==> src/rtl/spi_burst_arbiter_pkg.sv <==
// Shared definitions for the SPI burst arbiter: FSM state encodings and counter sizing.
package spi_burst_arbiter_pkg;

  localparam logic [2:0] ST_IDLE  = 3'd0;
  localparam logic [2:0] ST_SETUP = 3'd1;
  localparam logic [2:0] ST_START = 3'd2;
  localparam logic [2:0] ST_WAIT  = 3'd3;
  localparam logic [2:0] ST_HOLD  = 3'd4;
  localparam logic [2:0] ST_GAP   = 3'd5;

  // Width of the shared CS timing counter, large enough for the biggest of setup/hold/gap.
  function automatic int unsigned cnt_width(input int unsigned a, input int unsigned b,
                                            input int unsigned c);
    int unsigned m;
    m = a;
    if (b > m) m = b;
    if (c > m) m = c;
    return (m == 0) ? 1 : $clog2(m + 1);
  endfunction

endpackage

==> src/rtl/spi_burst_arbiter_rr_pick.sv <==
// Rotating-priority picker: first set request searching upward from i_ptr+1, wrapping.
module rr_pick #(
  parameter int unsigned NREQ = 2,
  parameter int unsigned IW   = (NREQ > 1) ? $clog2(NREQ) : 1
) (
  input  logic [NREQ-1:0] i_req,
  input  logic [IW-1:0]   i_ptr,
  output logic [NREQ-1:0] o_onehot,
  output logic [IW-1:0]   o_idx,
  output logic            o_any
);

  int unsigned w_j;

  // Scan from lowest to highest priority so the last hit (closest to ptr+1) wins.
  always_comb begin
    o_onehot = '0;
    o_idx    = '0;
    o_any    = 1'b0;
    w_j      = 0;
    for (int unsigned k = NREQ; k >= 1; k--) begin
      w_j = (32'(i_ptr) + k) % NREQ;
      if (i_req[w_j]) begin
        o_onehot = NREQ'(1) << w_j;
        o_idx    = IW'(w_j);
        o_any    = 1'b1;
      end
    end
  end

endmodule

==> src/rtl/spi_burst_arbiter.sv <==
// Shares one byte-level SPI engine between NREQ burst requesters, one chip select each,
// with programmable CS setup/hold/gap and round-robin arbitration between bursts.
module spi_burst_arbiter
  import spi_burst_arbiter_pkg::*;
#(
  parameter int unsigned NREQ     = 2,
  parameter int unsigned LEN_W    = 10,
  parameter int unsigned CS_SETUP = 4,
  parameter int unsigned CS_HOLD  = 4,
  parameter int unsigned CS_GAP   = 2
) (
  input  logic                  Bus2IP_Clk,
  input  logic                  Bus2IP_Resetn,
  input  logic [NREQ-1:0]       req_valid,
  input  logic [NREQ*LEN_W-1:0] req_len,
  input  logic [NREQ*8-1:0]     req_tx_data,
  output logic [NREQ-1:0]       req_grant,
  output logic [NREQ-1:0]       req_tx_ready,
  output logic [NREQ-1:0]       req_rx_valid,
  output logic [7:0]            req_rx_data,
  output logic [NREQ-1:0]       req_done,
  output logic [NREQ-1:0]       cs_n,
  output logic                  eng_start,
  output logic [7:0]            eng_tx,
  input  logic                  eng_busy,
  input  logic                  eng_done,
  input  logic [7:0]            eng_rx
);

  localparam int unsigned IW    = (NREQ > 1) ? $clog2(NREQ) : 1;
  localparam int unsigned CNT_W = cnt_width(CS_SETUP, CS_HOLD, CS_GAP);

  logic [2:0]       r_state;
  logic [IW-1:0]    r_g;
  logic [IW-1:0]    r_ptr;
  logic [LEN_W-1:0] r_bcnt;
  logic [CNT_W-1:0] r_cnt;

  logic [NREQ-1:0]  w_pick_oh;
  logic [IW-1:0]    w_pick_idx;
  logic             w_pick_any;
  logic [LEN_W-1:0] w_len_sel;
  logic [7:0]       w_tx_sel;
  logic             w_g_valid;
  logic [NREQ-1:0]  w_g_oh;

  rr_pick #(
    .NREQ(NREQ),
    .IW  (IW)
  ) u_pick (
    .i_req   (req_valid),
    .i_ptr   (r_ptr),
    .o_onehot(w_pick_oh),
    .o_idx   (w_pick_idx),
    .o_any   (w_pick_any)
  );

  assign w_len_sel = req_len[32'(w_pick_idx)*LEN_W +: LEN_W];
  assign w_tx_sel  = req_tx_data[32'(r_g)*8 +: 8];
  assign w_g_valid = req_valid[r_g];
  assign w_g_oh    = NREQ'(1) << r_g;

  always_ff @(posedge Bus2IP_Clk) begin
    if (!Bus2IP_Resetn) begin
      r_state      <= ST_IDLE;
      r_g          <= '0;
      r_ptr        <= IW'(NREQ - 1);
      r_bcnt       <= '0;
      r_cnt        <= '0;
      cs_n         <= '1;
      req_grant    <= '0;
      req_tx_ready <= '0;
      req_rx_valid <= '0;
      req_rx_data  <= '0;
      req_done     <= '0;
      eng_start    <= 1'b0;
      eng_tx       <= '0;
    end else begin
      eng_start    <= 1'b0;
      req_tx_ready <= '0;
      req_rx_valid <= '0;
      req_done     <= '0;
      case (r_state)
        ST_IDLE: begin
          if (w_pick_any) begin
            r_g       <= w_pick_idx;
            r_bcnt    <= w_len_sel;
            req_grant <= w_pick_oh;
            cs_n      <= ~w_pick_oh;
            r_cnt     <= CNT_W'(CS_SETUP);
            r_state   <= ST_SETUP;
          end
        end
        ST_SETUP: begin
          if (r_cnt != '0) r_cnt <= r_cnt - CNT_W'(1);
          else             r_state <= ST_START;
        end
        ST_START: begin
          if (!eng_busy) begin
            eng_start    <= 1'b1;
            eng_tx       <= w_tx_sel;
            req_tx_ready <= w_g_oh;
            r_state      <= ST_WAIT;
          end
        end
        ST_WAIT: begin
          // A dropped req_valid only ends the burst once the byte in flight has returned.
          if (eng_done) begin
            req_rx_data  <= eng_rx;
            req_rx_valid <= w_g_oh;
            if (r_bcnt == '0 || !w_g_valid) begin
              r_cnt   <= CNT_W'(CS_HOLD);
              r_state <= ST_HOLD;
            end else begin
              r_bcnt  <= r_bcnt - LEN_W'(1);
              r_state <= ST_START;
            end
          end
        end
        ST_HOLD: begin
          if (r_cnt != '0) begin
            r_cnt <= r_cnt - CNT_W'(1);
          end else begin
            cs_n      <= '1;
            req_grant <= '0;
            req_done  <= w_g_oh;
            r_ptr     <= r_g;
            r_cnt     <= CNT_W'(CS_GAP);
            r_state   <= ST_GAP;
          end
        end
        ST_GAP: begin
          if (r_cnt != '0) r_cnt <= r_cnt - CNT_W'(1);
          else             r_state <= ST_IDLE;
        end
        default: r_state <= ST_IDLE;
      endcase
    end
  end

endmodule
==> config.mk <==
export PLATFORM = sky130hd
export DESIGN_NAME = spi_burst_arbiter
export DESIGN_NICKNAME = d
export VERILOG_FILES = /design/src/rtl/spi_burst_arbiter_pkg.sv /design/src/rtl/spi_burst_arbiter_rr_pick.sv /design/src/rtl/spi_burst_arbiter.sv
export SDC_FILE = /design/constraint.sdc
export NUM_CORES = 1
export LEC_CHECK = 0
export ABC_AREA = 1
export BUFFER_PORTS_ARGS = -buffer_cell sky130_fd_sc_hd__buf_2
export CORE_ASPECT_RATIO = 1.5
export CORE_UTILIZATION = 25
export CTS_BUF_LIST = sky130_fd_sc_hd__clkbuf_4
export DETAILED_ROUTE_END_ITERATION = 8
export SLEW_MARGIN = 10
export SYNTH_ARGS = -nofsm -noshare
export SYNTH_HDL_FRONTEND = slang
export SYNTH_SLANG_ARGS = --single-unit
==> constraint.sdc <==
create_clock -name Bus2IP_Clk -period 1.6 [get_ports Bus2IP_Clk]
set_clock_uncertainty 0.15 [all_clocks]
set_input_delay 0.08 -clock Bus2IP_Clk [delete_from_list [all_inputs] [get_ports Bus2IP_Clk]]
set_output_delay 0.08 -clock Bus2IP_Clk [all_outputs]
set_load 0.03 [all_outputs]
==> flow_summary.ini <==
[outcome]
status = complete, but fails checks
violations = setup timing

[floorplanning]
dieArea_mm2 = 0.0101
start_util = 0.259
die_h_um = 122
rows = 43
num_io_pins = 77
die_w_um = 82.2
coreArea_mm2 = 0.00931

[detailed_routing]
ant_nets = 0
num_vias = 2820
dr.pass1.iters = 4
via_per_inst = 4.54
drc_errors = 0
routed_wl_um = 7390
wl_per_cell_um = 11.9
first_iter_violations = 68

[synth]
synth_area_mm2 = 0.00241
synth-seq-cells = 45
synth_cells = 366
ys_seq_area_frac = 0.373
synth.net_count = 419
synth.most_common_cell = nand2_1
synth.top_cell.area_share = 0.373
synth_commonest_cells = nand2_1 (100), nor2_1 (56), dfxtp_1 (45)
synth_ff_type = dfxtp_1
ys_warn_count = 0
synth_area_leaders = dfxtp_1 (37%), nand2_1 (16%), nor2_1 (8.7%), a21oi_1 (7.9%), nand3_1 (5.6%)
synth_enable_flop_cells = 0
synth_area_leader_cell = dfxtp_1
synth_cell_types = 30
async_reset_ff_frac = 0
avgSynthCellArea_um2 = 6.59

[job]
maxCapViolations = 0

[critical_path]
reg2reg_depth = 11
crit_path_end_kind = flip-flop
cp_slowest_stage_delay_ps = 350
cp_cell_sequence = inv_2 -> ha_4 -> nand2_4 -> nor2_4 -> nand3_4 -> nand3_4 -> nand2_4 -> clkbuf_16 -> nand3_2 -> nand2_1 -> nor2_1
worst_setup_path_start_kind = flip-flop
crit_required_ps = 1760
crit_path_max_fanout = 5
critPathKind = flip-flop to flip-flop
timing.reg2reg.setup_slack_ps = -40
cp.arrival_ps = 1800
slowest_stage = dfxtp_2

[global_route]
grt_use_total = 0.148
grt_pass1_wl_um = 11600
antenna_found_initial = 0
grt_max_degree = 22
grt_pass1_vias = 2733
grt-ovfl-total = 0

[sta]
worstMarginPinSlew_ps = 343
fmax_ghz = 0.611
hold_viol = 0
setup_viol = 5
slew_viol_final = 0
setup_slack_ps = -36.7
fin_crit_sh = 1.02
rsz0062_at_grt = true
whs_ps = 14.8
min_period_ps = 1640
setup_tns_ps = -121
slew_headroom = 0.771

[final_layout]
drive_above_1_share = 0.354
multi_input_area_mm2 = 0.00143
syn_to_final_growth_pct = 55.7
n_fill_cell = 957
stdcell_count = 621
regArea_um2 = 917
nets = 561
diodes = 0

[place]
port_buffers = 76
dp_hpwl_um = 4950
gp_congestion = 0.814
placed_cells_incl_taps = 573

[pwr]
ir_worst_vdd_uv = 692
leakagePower_nw = 1.82
powerDensity_mw_per_mm2 = 1650

[cts]
cts_buffers = 5
cts_tree = yes
clkLatencyLatePin_ps = 370
clk_pin_slew_ps = 150
cts.sinks = 45
clk_path_buf_depth = 2
htree_num_levels = 2
cts-root-buf = clkbuf_4

[worst_hold_path]
whs_path_depth = 7
hold_path.class = input pin to flip-flop
## cells by family after synthesis
group,count (synthesis),share of synthesized area
buffers and inverters,46,0.0897
XOR/XNOR,1,0.00363
AO/OA/AOI/OAI,61,0.129
flip-flops,45,0.373
AND/OR/NAND/NOR,210,0.388
adder cells (fa/ha/maj),3,0.0156
## through the flow
| stage | total power [mW] | area (um^2) | utilization | setup slack (ps) |
|---|---|---|---|---|
| 2_1_floorplan | 3.74 | 2450 | - | 9.16 |
| 6_report | 6.20 | 3760 | 0.404 | -36.7 |
| 3_3_place_gp | 4.69 | 3140 | 0.338 | -3.18 |
| 3_5_place_dp | 4.77 | 3140 | 0.338 | -49.1 |
| 5_1_grt | 6.73 | 3760 | 0.404 | -121 |
| 4_1_cts | 5.74 | 3610 | 0.388 | 1.51 |
## registers in the layout, summed over array words and instances, names as in the netlist
name          count
cs_n              2
eng_start         1
eng_tx            8
r_bcnt           10
r_cnt             3
r_g               1
r_ptr             1
r_state           3
req_done          2
req_grant         2
req_rx_data       8
req_rx_valid      2
req_tx_ready      2
## area by class of cell
cell class | count | area share
flip-flops and latches | 45 | 0.244
clock inverters | 3 | 0.0127
inverters | 33 | 0.0336
multi-input cells | 275 | 0.382
clock buffers | 5 | 0.00999
repair buffers | 148 | 0.280
well taps | 112 | 0.0373
## placed cells by master (no fill, tap or decap), types with 3 or more instances in the layout
cell type	n
dlygate4sd3_1	33
nor2_2	7
a21oi_1	33
nor3_1	7
nand3_1	26
a21oi_2	4
o21ai_0	18
inv_1	21
dfxtp_2	4
inv_2	9
dfxtp_4	3
clkbuf_4	5
nand3_2	4
nand3_4	3
dfxtp_1	38
nand2_4	6
nand2_1	94
nand2_2	6
buf_2	76
o21ai_1	3
buf_4	34
nor2_1	49
## critical path, delay by kind of cell (launching register included)
kind / cells / cell delay (ps)
adder cells (fa/ha/maj): 1 / 150
buffers and inverters: 2 / 250
flip-flops: 1 / 350
AND/OR/NAND/NOR: 8 / 670
## path summary, 6_finish.rpt
path	startpoint	to
hold reg to reg	req_rx_data[1]	req_rx_data[1]
setup / recovery	r_bcnt[1]	r_bcnt[1]
hold / removal	req_len[12]	r_bcnt[2]
setup reg to reg	r_bcnt[1]	r_bcnt[1]
## what timing repair did
item                       in CTS  in global routing
gates resized for setup        10                 34
buffers inserted                3                  3
hold buffers                   33                  0
setup endpoints to repair      15                 29
cloned                          0                  1
pin swaps                       4                 12
hold endpoints to repair       31                  0
## metal layers
metal	routed length (um)	track usage
met4	131	0.0504
met2	4000	0.291
met1	2950	0.149
met3	299	0.0290
met5	0	0
## report_power, final
part	internal, mW	total, mW	switching [mW]	leakage, nW
clock	0.341	0.760	0.419	0.0462
sequential	1.42	1.63	0.209	0.370
combinational	1.70	3.81	2.11	1.41
(Power assumes the default switching activity.)
